==> config.mk <==
export PLATFORM = sky130hd
export DESIGN_NAME = fp_compare_arbiter
export DESIGN_NICKNAME = d
export VERILOG_FILES = /design/src/rtl/fp_cmp_pkg.sv /design/src/rtl/FP_Compare.sv /design/src/rtl/rr_arbiter.sv /design/src/rtl/fp_compare_arbiter.sv
export SDC_FILE = /design/constraint.sdc
export NUM_CORES = 1
export LEC_CHECK = 0
export ABC_AREA = 1
export CORE_AREA = 2 2 236 238
export CTS_BUF_LIST = sky130_fd_sc_hd__clkbuf_8
export DETAILED_ROUTE_END_ITERATION = 7
export DIE_AREA = 0 0 238 240
export GPL_ROUTABILITY_DRIVEN = 1
export PLACE_DENSITY = 0.68
export SETUP_SLACK_MARGIN = 0.02
export SKIP_CTS_REPAIR_TIMING = 1
export SYNTH_ARGS = -nofsm -noshare
export SYNTH_HDL_FRONTEND = slang
export SYNTH_SLANG_ARGS = --single-unit
==> constraint.sdc <==
create_clock -name clk -period 6.35 [get_ports clk]
set_input_delay 1.27 -clock clk [delete_from_list [all_inputs] [get_ports clk]]
set_output_delay 1.27 -clock clk [all_outputs]
set_load 0.005 [all_outputs]
==> src/rtl/fp_cmp_pkg.sv <==
// Shared types for the arbitrated floating-point compare unit: opcodes, canonical NaNs,
// the stage-1 payload and the raw flag bundle produced by FP_Compare.
package fp_cmp_pkg;

    typedef enum logic [2:0] {
        FEQ  = 3'd0,
        FLT  = 3'd1,
        FLE  = 3'd2,
        FMIN = 3'd3,
        FMAX = 3'd4
    } fp_cmp_op_e;

    localparam logic [63:0] CANON_NAN_DP = 64'h7FF8_0000_0000_0000;
    localparam logic [63:0] CANON_NAN_SP = 64'h0000_0000_7FC0_0000;

    // Widest requester ID the payload can carry; the top narrows it to ID_W.
    localparam int ID_MAX_W = 8;

    typedef struct packed {
        fp_cmp_op_e          op;
        logic                dp;
        logic [63:0]         a;
        logic [63:0]         b;
        logic [ID_MAX_W-1:0] id;
    } s1_payload_t;

    typedef struct packed {
        logic eq;
        logic lt;
        logic gt;
        logic unordered;
        logic a_nan;
        logic b_nan;
        logic a_snan;
        logic b_snan;
        logic a_sgn;
    } cmp_flags_t;

endpackage

==> src/rtl/FP_Compare.sv <==
// Purely combinational IEEE-754 compare of two SP or DP operands, producing ordered
// relation flags plus NaN classification; zero latency, no handshake.
module FP_Compare
    import fp_cmp_pkg::*;
(
    input  logic [63:0] a_i,
    input  logic [63:0] b_i,
    input  logic        dp_i,
    output cmp_flags_t  flags_o
);

    logic        sgn_a, sgn_b;
    logic        nan_a, nan_b;
    logic        qbit_a, qbit_b;
    logic [62:0] mag_a, mag_b;
    logic        zero_both, mag_eq, mag_lt, unord;

    always_comb begin
        if (dp_i) begin
            sgn_a  = a_i[63];
            sgn_b  = b_i[63];
            mag_a  = a_i[62:0];
            mag_b  = b_i[62:0];
            nan_a  = (&a_i[62:52]) & (|a_i[51:0]);
            nan_b  = (&b_i[62:52]) & (|b_i[51:0]);
            qbit_a = a_i[51];
            qbit_b = b_i[51];
        end else begin
            sgn_a  = a_i[31];
            sgn_b  = b_i[31];
            mag_a  = {32'd0, a_i[30:0]};
            mag_b  = {32'd0, b_i[30:0]};
            nan_a  = (&a_i[30:23]) & (|a_i[22:0]);
            nan_b  = (&b_i[30:23]) & (|b_i[22:0]);
            qbit_a = a_i[22];
            qbit_b = b_i[22];
        end
    end

    // Sign-magnitude ordering: exponent-then-mantissa compares as an unsigned integer.
    always_comb begin
        unord     = nan_a | nan_b;
        zero_both = (mag_a == 63'd0) && (mag_b == 63'd0);
        mag_eq    = (mag_a == mag_b);
        mag_lt    = (mag_a < mag_b);

        flags_o           = '0;
        flags_o.unordered = unord;
        flags_o.a_nan     = nan_a;
        flags_o.b_nan     = nan_b;
        flags_o.a_snan    = nan_a & ~qbit_a;
        flags_o.b_snan    = nan_b & ~qbit_b;
        flags_o.a_sgn     = sgn_a;

        if (!unord) begin
            if (zero_both || ((sgn_a == sgn_b) && mag_eq)) begin
                flags_o.eq = 1'b1;
            end else if (sgn_a != sgn_b) begin
                flags_o.lt = sgn_a;
            end else begin
                flags_o.lt = sgn_a ? ~mag_lt : mag_lt;
            end
            flags_o.gt = ~flags_o.eq & ~flags_o.lt;
        end
    end

endmodule

==> src/rtl/rr_arbiter.sv <==
// Round-robin arbiter: grants the first request at or after the pointer, combinationally;
// the pointer moves past the winner only when the grant is actually taken (adv_i).
module rr_arbiter #(
    parameter int N  = 4,
    parameter int IW = $clog2(N)
) (
    input  logic          clk,
    input  logic          rst_n,
    input  logic [N-1:0]  req_i,
    input  logic          adv_i,
    output logic [N-1:0]  gnt_o,
    output logic [IW-1:0] gnt_idx_o,
    output logic          any_o
);

    logic [IW-1:0] ptr_q, ptr_d;
    logic [IW-1:0] cand;
    int            slot;

    always_comb begin
        gnt_o     = '0;
        gnt_idx_o = '0;
        any_o     = 1'b0;
        slot      = 0;
        cand      = '0;
        for (int i = 0; i < N; i++) begin
            slot = int'(ptr_q) + i;
            if (slot >= N) slot = slot - N;
            cand = IW'(slot);
            if (!any_o && req_i[cand]) begin
                any_o       = 1'b1;
                gnt_o[cand] = 1'b1;
                gnt_idx_o   = cand;
            end
        end
    end

    always_comb begin
        ptr_d = ptr_q;
        if (adv_i) begin
            ptr_d = (gnt_idx_o == IW'(N - 1)) ? '0 : gnt_idx_o + IW'(1);
        end
    end

    always_ff @(posedge clk or negedge rst_n) begin
        if (!rst_n) ptr_q <= '0;
        else        ptr_q <= ptr_d;
    end

endmodule

==> src/rtl/fp_compare_arbiter.sv <==
// NUM_REQ requesters share one FP_Compare; accept-to-rsp_valid latency is 2 edges.
// Full backpressure: a stalled response holds S2, then S1, then drops every req_ready.
module fp_compare_arbiter
    import fp_cmp_pkg::*;
#(
    parameter int NUM_REQ = 4,
    parameter int ID_W    = $clog2(NUM_REQ)
) (
    input  logic                  clk,
    input  logic                  rst_n,
    input  logic [NUM_REQ-1:0]    req_valid,
    output logic [NUM_REQ-1:0]    req_ready,
    input  logic [NUM_REQ*3-1:0]  req_op,
    input  logic [NUM_REQ-1:0]    req_dp,
    input  logic [NUM_REQ*64-1:0] req_a,
    input  logic [NUM_REQ*64-1:0] req_b,
    output logic                  rsp_valid,
    input  logic                  rsp_ready,
    output logic [ID_W-1:0]       rsp_id,
    output logic [63:0]           rsp_result,
    output logic                  rsp_invalid
);

    logic [NUM_REQ-1:0] gnt;
    logic [ID_W-1:0]    gnt_idx;
    logic               gnt_any;
    logic               s1_free, s2_load, accept;

    s1_payload_t s1_in, s1_q, s1_d;
    logic        s1_valid_q, s1_valid_d;

    logic            rsp_valid_q, rsp_valid_d;
    logic [ID_W-1:0] rsp_id_q, rsp_id_d;
    logic [63:0]     rsp_result_q, rsp_result_d;
    logic            rsp_invalid_q, rsp_invalid_d;

    cmp_flags_t  flags;
    logic [63:0] op_a, op_b, canon, sel_res;
    logic        sel_inv, snan_any;

    assign s2_load   = s1_valid_q & (~rsp_valid_q | rsp_ready);
    assign s1_free   = ~s1_valid_q | s2_load;
    assign accept    = gnt_any & s1_free;
    assign req_ready = gnt & {NUM_REQ{s1_free}};

    rr_arbiter #(
        .N  (NUM_REQ),
        .IW (ID_W)
    ) u_arb (
        .clk       (clk),
        .rst_n     (rst_n),
        .req_i     (req_valid),
        .adv_i     (accept),
        .gnt_o     (gnt),
        .gnt_idx_o (gnt_idx),
        .any_o     (gnt_any)
    );

    always_comb begin
        s1_in    = '0;
        s1_in.id = ID_MAX_W'(gnt_idx);
        for (int i = 0; i < NUM_REQ; i++) begin
            if (gnt[i]) begin
                s1_in.op = fp_cmp_op_e'(req_op[i*3 +: 3]);
                s1_in.dp = req_dp[i];
                s1_in.a  = req_a[i*64 +: 64];
                s1_in.b  = req_b[i*64 +: 64];
            end
        end
    end

    always_comb begin
        s1_valid_d = s1_valid_q;
        s1_d       = s1_q;
        if (s1_free) begin
            s1_valid_d = accept;
            if (accept) s1_d = s1_in;
        end
    end

    always_ff @(posedge clk or negedge rst_n) begin
        if (!rst_n) begin
            s1_valid_q <= 1'b0;
            s1_q       <= '0;
        end else begin
            s1_valid_q <= s1_valid_d;
            s1_q       <= s1_d;
        end
    end

    FP_Compare u_cmp (
        .a_i     (s1_q.a),
        .b_i     (s1_q.b),
        .dp_i    (s1_q.dp),
        .flags_o (flags)
    );

    always_comb begin
        sel_res  = '0;
        sel_inv  = 1'b0;
        op_a     = s1_q.dp ? s1_q.a : {32'd0, s1_q.a[31:0]};
        op_b     = s1_q.dp ? s1_q.b : {32'd0, s1_q.b[31:0]};
        canon    = s1_q.dp ? CANON_NAN_DP : CANON_NAN_SP;
        snan_any = flags.a_snan | flags.b_snan;
        case (s1_q.op)
            FEQ: begin
                sel_res = {63'd0, flags.eq};
                sel_inv = snan_any;
            end
            FLT: begin
                sel_res = {63'd0, flags.lt};
                sel_inv = flags.unordered;
            end
            FLE: begin
                sel_res = {63'd0, flags.lt | flags.eq};
                sel_inv = flags.unordered;
            end
            FMIN, FMAX: begin
                sel_inv = snan_any;
                if (flags.a_nan && flags.b_nan) begin
                    sel_res = canon;
                end else if (flags.a_nan) begin
                    sel_res = op_b;
                end else if (flags.b_nan) begin
                    sel_res = op_a;
                end else if (flags.eq) begin
                    // Equal magnitudes (incl. +0/-0): min takes the negative, max the positive.
                    sel_res = ((s1_q.op == FMIN) == flags.a_sgn) ? op_a : op_b;
                end else if (s1_q.op == FMIN) begin
                    sel_res = flags.lt ? op_a : op_b;
                end else begin
                    sel_res = flags.gt ? op_a : op_b;
                end
            end
            default: begin
                sel_res = '0;
                sel_inv = 1'b0;
            end
        endcase
    end

    always_comb begin
        rsp_valid_d   = rsp_valid_q;
        rsp_id_d      = rsp_id_q;
        rsp_result_d  = rsp_result_q;
        rsp_invalid_d = rsp_invalid_q;
        if (s2_load) begin
            rsp_valid_d   = 1'b1;
            rsp_id_d      = s1_q.id[ID_W-1:0];
            rsp_result_d  = sel_res;
            rsp_invalid_d = sel_inv;
        end else if (rsp_ready) begin
            rsp_valid_d = 1'b0;
        end
    end

    always_ff @(posedge clk or negedge rst_n) begin
        if (!rst_n) begin
            rsp_valid_q   <= 1'b0;
            rsp_id_q      <= '0;
            rsp_result_q  <= '0;
            rsp_invalid_q <= 1'b0;
        end else begin
            rsp_valid_q   <= rsp_valid_d;
            rsp_id_q      <= rsp_id_d;
            rsp_result_q  <= rsp_result_d;
            rsp_invalid_q <= rsp_invalid_d;
        end
    end

    assign rsp_valid   = rsp_valid_q;
    assign rsp_id      = rsp_id_q;
    assign rsp_result  = rsp_result_q;
    assign rsp_invalid = rsp_invalid_q;

endmodule

==> results.md, run 1 <==
* Die Y at 240 µm
* Detailed-route via count at 23767
* Num CTS Buffers at 39
* Synth Cell Area at 18700 µm²
* CTS sink count at 205
* Global Route Usage Sum at 32.2%
* First-pass GRT wire length at 140 mm
* Vias in the first global route at 21519
* Final Max Tran Viols at 0
* GRT busiest layer: met2
* Post-synth cell types at 44
* R2R depth at 19
* R2R Path End: rsp_result[7]
* Worst Hold End: rsp_result[5]
* Minimum clock period at 5.02 ns
* R2r startpoint: s1_q[136]
* Worst Path Required at 5.08 ns
* Met1 usage in global routing at 45.7%
* Clk pin slew, worst setup/hold paths at 0.06 ns
* # rows at 86
* Die Area at 57100 µm²
* Worst-skew pair later-pin latency at 0.59 ns
* Register Area at 5130 µm²
* Initial antenna violation count at 12
* Die Wd at 238 µm
* Slew HR at 18.5%
* Tcrit/Tclk final at 79.1%
* Detail Placement HPWL at 71.2 mm
* Worst slew pin tran at 1.22 ns
* Vias per cell at 5.82
* Root buffer selected by CTS: clkbuf_8
* WL final at 96.0 mm
* Syn_nets at 3511
* Router iterations before antenna repair at 6
* Final Skew at 0.0329 ns
* Max stage delay cell, worst path: clkdlybuf4s50_1
* Most common cell after layout, fill and taps aside: nand2_1
* Crit-path leading delay family: buffers and inverters
* Starting DRT DRC Count at 2827
* Setup TNS at 0 ns
* Crit-path most repeated cell: nand2_1
* Met3 Usage GRT at 6.75%
* Grt ovf at 0
* Nets at 3953
* Core ar. at 54700 µm²
* Critical path, cell by cell: clkdlybuf4s50_1 -> nand2_1 -> o21ai_0 -> nand2_1 -> nand2_1 -> nor3_2 -> inv_1 -> o21ai_1 -> a21oi_4 -> inv_4 -> nand2_1 -> inv_1 -> clkdlybuf4s50_1
* Final antenna-violating net count at 0
* WS Path Type: in2out
* Syn. warnings at 0
* Multi-input logic area at 11700 µm²
* Outcome: finished, final reports clean
* Number of flops mapped to enable cells by yosys at 0
* Routability cong. at 1.01
* Htree depth at 2
* Cell count after synthesis at 2909
* Async S/R FF share, synth at 100%
* Post-route DRC at 0
* Worst reg-to-reg setup slack at 1.54 ns
* Maximum fanout along the worst path at 11
* Seq/Total Area, Yosys at 27.5%
* Setup repair after global routing missed its margin: false
* Fill count at 5560
* Clock tree buffer depth at 3
* Tightest Hold Check Type: reg2reg
* Worst Path Arrival at 3.75 ns
* Finish-stage setup viols at 0
* Layout cells sized above 1 at 5.03%
* CTS tree: yes
* Avg Cell Area, Syn at 6.41 µm²
* Most frequent cells in the layout: nand2_1 (613), clkdlybuf4s50_1 (605), a21oi_1 (468)
* FF+latch count, synth at 205
* Peak Freq at 199 MHz
* Largest net degree at the start of global routing at 138
* Critical path buffers and inverters at 5
* Initial core utilization at 34.1%
* Avg WL per Cell at 23.5 µm
* Ports at 607
* Type of origin of the critical path: primary input
* Worst path max stage delay at 0.50 ns
* Final hold violations at 0
* Max cap viols at 0
* Area Overhead vs Synth at 38.4%
* # port buffers at 606
* Hold_sp: rsp_result[5]
* Prevailing post-synth register cell: dfrtp_1
* Crit end category: primary output
* Hold Path Depth at 2
* Met2 Use GR at 48.5%
[through the flow]
step,setup WS [ns],instances,utilization [%],hold WS [ns],area (µm²)
2_1_floorplan,2.24,2909,-,0.442,18700
4_1_cts,1.35,4081,47.2,0.481,25800
3_5_place_dp,1.37,4014,45.7,0.456,25000
3_3_place_gp,1.31,4014,45.7,0.462,25000
5_1_grt,1.13,4085,47.2,0.493,25800
6_report,1.33,4087,47.2,0.474,25800
[Yosys cell counts, types with 3 or more instances]
master | instances | area [µm²]
nor2_1 | 73 | 274
nand2_2 | 13 | 81.3
inv_1 | 175 | 657
o21a_1 | 3 | 22.5
nand3_1 | 163 | 816
a21oi_1 | 468 | 2340
nand4_1 | 46 | 288
clkbuf_1 | 151 | 567
clkinv_1 | 3 | 11.3
buf_6 | 7 | 78.8
buf_1 | 27 | 101
or2_1 | 3 | 18.8
o211ai_2 | 4 | 50.1
o21ai_2 | 3 | 26.3
o21ai_0 | 394 | 1970
nand2_1 | 615 | 2310
o211ai_1 | 218 | 1640
ha_1 | 67 | 838
buf_2 | 43 | 215
inv_2 | 41 | 154
nor4_1 | 5 | 31.3
o21ai_1 | 127 | 636
buf_4 | 10 | 75.1
a21oi_2 | 5 | 43.8
dfrtp_1 | 205 | 5130
nor3_1 | 14 | 70.1
a211oi_1 | 3 | 22.5
a31oi_1 | 3 | 18.8
[worst max-delay path by stage]
stage | start | endpoint | cells after the start
after global routing | s1_q[136] | rsp_result[7] | 20
after detailed placement | req_valid[1] | req_ready[3] | 13
after global placement | req_valid[1] | req_ready[3] | 13
after CTS | req_valid[1] | req_ready[3] | 13
final | req_valid[1] | req_ready[3] | 13
after floorplan | req_valid[0] | req_ready[3] | 13
[registers in the layout (all words and copies together) (netlist names)]
register,cells
s1_q,134
rsp_result,64
rsp_id,2
u_arb.ptr_q,2
rsp_invalid,1
rsp_valid,1
s1_valid_q,1
[area by class of cell]
| type | instances | share of cell area (%) |
|---|---|---|
| well taps | 704 | 3.41 |
| clock buffers | 48 | 2.56 |
| repair buffers | 641 | 25.0 |
| clock inverters | 19 | 0.601 |
| flip-flops and latches | 205 | 19.9 |
| diodes | 6 | 0.0581 |
| inverters | 219 | 3.23 |
| multi-input cells | 2245 | 45.3 |
[worst register-to-register path, delay by kind of cell, from the launching register on]
family	cells	cell delay, ns
AND/OR/NAND/NOR	14	2.58
buffers and inverters	2	0.94
flip-flops	1	0.58
adder cells (fa/ha/maj)	1	0.38
AO/OA/AOI/OAI	2	0.23
[cells by family (layout without fill, tap and decap cells)]
group / count (synthesis) / in the layout / share of synthesized area [%]
compound gates: 1239 / 1239 / 36.8
flops: 205 / 205 / 27.5
simple gates: 939 / 939 / 21.1
fa+ha+maj: 67 / 67 / 4.49
buf+inv: 459 / 927 / 10.1
other cells: 0 / 6 / 0
[layer usage]
layer	vias to the layer above	share of wire, %
met2	1307	43
met3	177	10
met1	11172	43
met4	10	3.5
li1	11101	-
met5	-	0.077
Power of run 1 is not shown: default switching activity piles up to over one toggle a cycle in this logic, so the estimate is an artifact.
==> inputs of run 2 (changes only) <==
- CORE_AREA: 2 2 236 238 -> 2 2 235 237
- DIE_AREA: 0 0 238 240 -> 0 0 237 239
- PLACE_DENSITY: 0.68 -> 0.71
- clock period: 6.35 -> 4.3 ns (I/O delays scaled with it)
==> results.md, run 2 (same netlist as run 1, synthesis figures left out) <==
* Maximum fanout along the worst path at 5 (was 11)
* Global Route Usage Sum at 32.9% (was 32.2%)
* Ports at 607 (unchanged)
* Routability cong. at 0.996 (was 1.01)
* Initial core utilization at 34.3% (was 34.1%)
* Worst slew pin tran at 0.836 ns (was 1.22 ns)
* Peak Freq at 245 MHz
* Max cap viols at 0 (unchanged)
* Core ar. at 54300 µm² (was 54700 µm²)
* Nets at 4002 (was 3953)
* Largest net degree at the start of global routing at 106 (was 138)
* Most common cell after layout, fill and taps aside: nand2_1 (unchanged)
* Outcome: finished, final reports clean (unchanged)
* Router iterations before antenna repair at 7 (was 6)
* Detailed-route via count at 24109 (was 23767)
* Vias per cell at 5.82 (about the same)
* Die Area at 56600 µm² (was 57100 µm²)
* Htree depth at 2 (unchanged)
* Worst Path Required at 3.44 ns (was 5.08 ns)
* Avg WL per Cell at 23.3 µm (was 23.5 µm)
* First-pass GRT wire length at 142 mm (was 140 mm)
* Top reg by flops: s1_q (unchanged)
* Final Skew at 0.0334 ns (was 0.0329 ns)
* Final hold violations at 0 (unchanged)
* Die Wd at 237 µm (was 238 µm)
* Final antenna-violating net count at 0 (unchanged)
* WS Path Type: in2out (unchanged)
* Vias in the first global route at 21907 (was 21519)
* Type of origin of the critical path: primary input (unchanged)
* Clk pin slew, worst setup/hold paths at 0.05 ns (was 0.06 ns)
* Starting DRT DRC Count at 3018 (was 2827)
* Clock tree buffer depth at 3 (unchanged)
* Grt ovf at 0 (unchanged)
* Max reg flops at 134 (unchanged)
* Die Y at 239 µm (was 240 µm)
* Detail Placement HPWL at 74.3 mm (was 71.2 mm)
* Tcrit/Tclk final at 95.0%
* Num CTS Buffers at 38 (was 39)
* # rows at 86 (unchanged)
* Setup TNS at 0 ns (unchanged)
* # port buffers at 606 (unchanged)
* Crit end category: primary output (unchanged)
* Post-route DRC at 0 (unchanged)
* Finish-stage setup viols at 0 (unchanged)
* Minimum clock period at 4.09 ns
* WL final at 96.4 mm (was 96.0 mm)
* Worst-skew pair later-pin latency at 0.61 ns (was 0.59 ns)
* Slew HR at 44.2% (was 18.5%)
* Layout cells sized above 1 at 6.54% (was 5.03%)
* Setup repair after global routing missed its margin: false (unchanged)
* CTS tree: yes (unchanged)
* Worst Path Arrival at 3.23 ns (was 3.75 ns)
* Most frequent cells in the layout: nand2_1 (613), clkdlybuf4s50_1 (605), a21oi_1 (468) (unchanged)
* Root buffer selected by CTS: clkbuf_8 (unchanged)
* Final Max Tran Viols at 0 (unchanged)
* Tightest Hold Check Type: in2async (was reg2reg)
* CTS sink count at 205 (unchanged)
* Area Overhead vs Synth at 41.4% (was 38.4%)
* Initial antenna violation count at 18 (was 12)
-- run 2: path summary, 6_finish.rpt --
kind / from / endpoint / slack [ns] / cells after the start
min in group clk: rsp_result[28] / rsp_result[28] / 0.47 / 2
max reg2reg: s1_q[136] / rsp_result[34] / 0.25 / 24
min reg2reg: rsp_result[28] / rsp_result[28] / 0.47 / 2
max in group asynchronous: rst_n / s1_q[11] / 3.15 / 2
max: req_valid[2] / req_ready[2] / 0.21 / 13
min: rst_n / rsp_result[14] / 0.34 / 1
-- run 2: worst max-delay path, stage by stage --
cell and delay [ns]:
clkdlybuf4s50_1 0.46, inv_1 0.05, o21ai_1 0.22, nand2_1 0.10, nand2_1 0.17, nor2_1 0.11
inv_1 0.10, nor2_1 0.04, a221oi_1 0.35, o21ai_4 0.16, inv_4 0.09, nor2_1 0.04
clkdlybuf4s50_1 0.46
-- run 2: cell type report --
type                       instances  area, µm²
antenna                            9       22.5
clock buffer                      49        674
clock inverter                    18        136
fill                            5444      28000
inverter                         219        835
multi-input combinational       2245      11700
sequential                       205       5130
tap                              704        881
timing repair buffer             691       7000
-- run 2: per-stage QoR --
stage | setup WS [ns] | hold slack [ns] | instances | util, % | instance area, µm²
global route | 0.0249 | 0.380 | 4138 | 48.5 | 26400
global placement | 0.238 | 0.463 | 4064 | 47.0 | 25500
finish | 0.215 | 0.335 | 4140 | 48.5 | 26400
detailed placement | 0.202 | 0.464 | 4064 | 47.0 | 25500
floorplan | 1.01 | 0.442 | 2909 | - | 18700
CTS | 0.133 | 0.334 | 4131 | 48.5 | 26400
-- run 2: layer usage --
layer	share of wire, %	up-vias	global-route usage, %
li1	-	11217	-
met1	42	11233	45.6
met2	44	1459	49.7
met3	11	186	8.63
met4	3.2	14	10.5
met5	0.094	-	0
Power of run 2 is left out for the same reason.
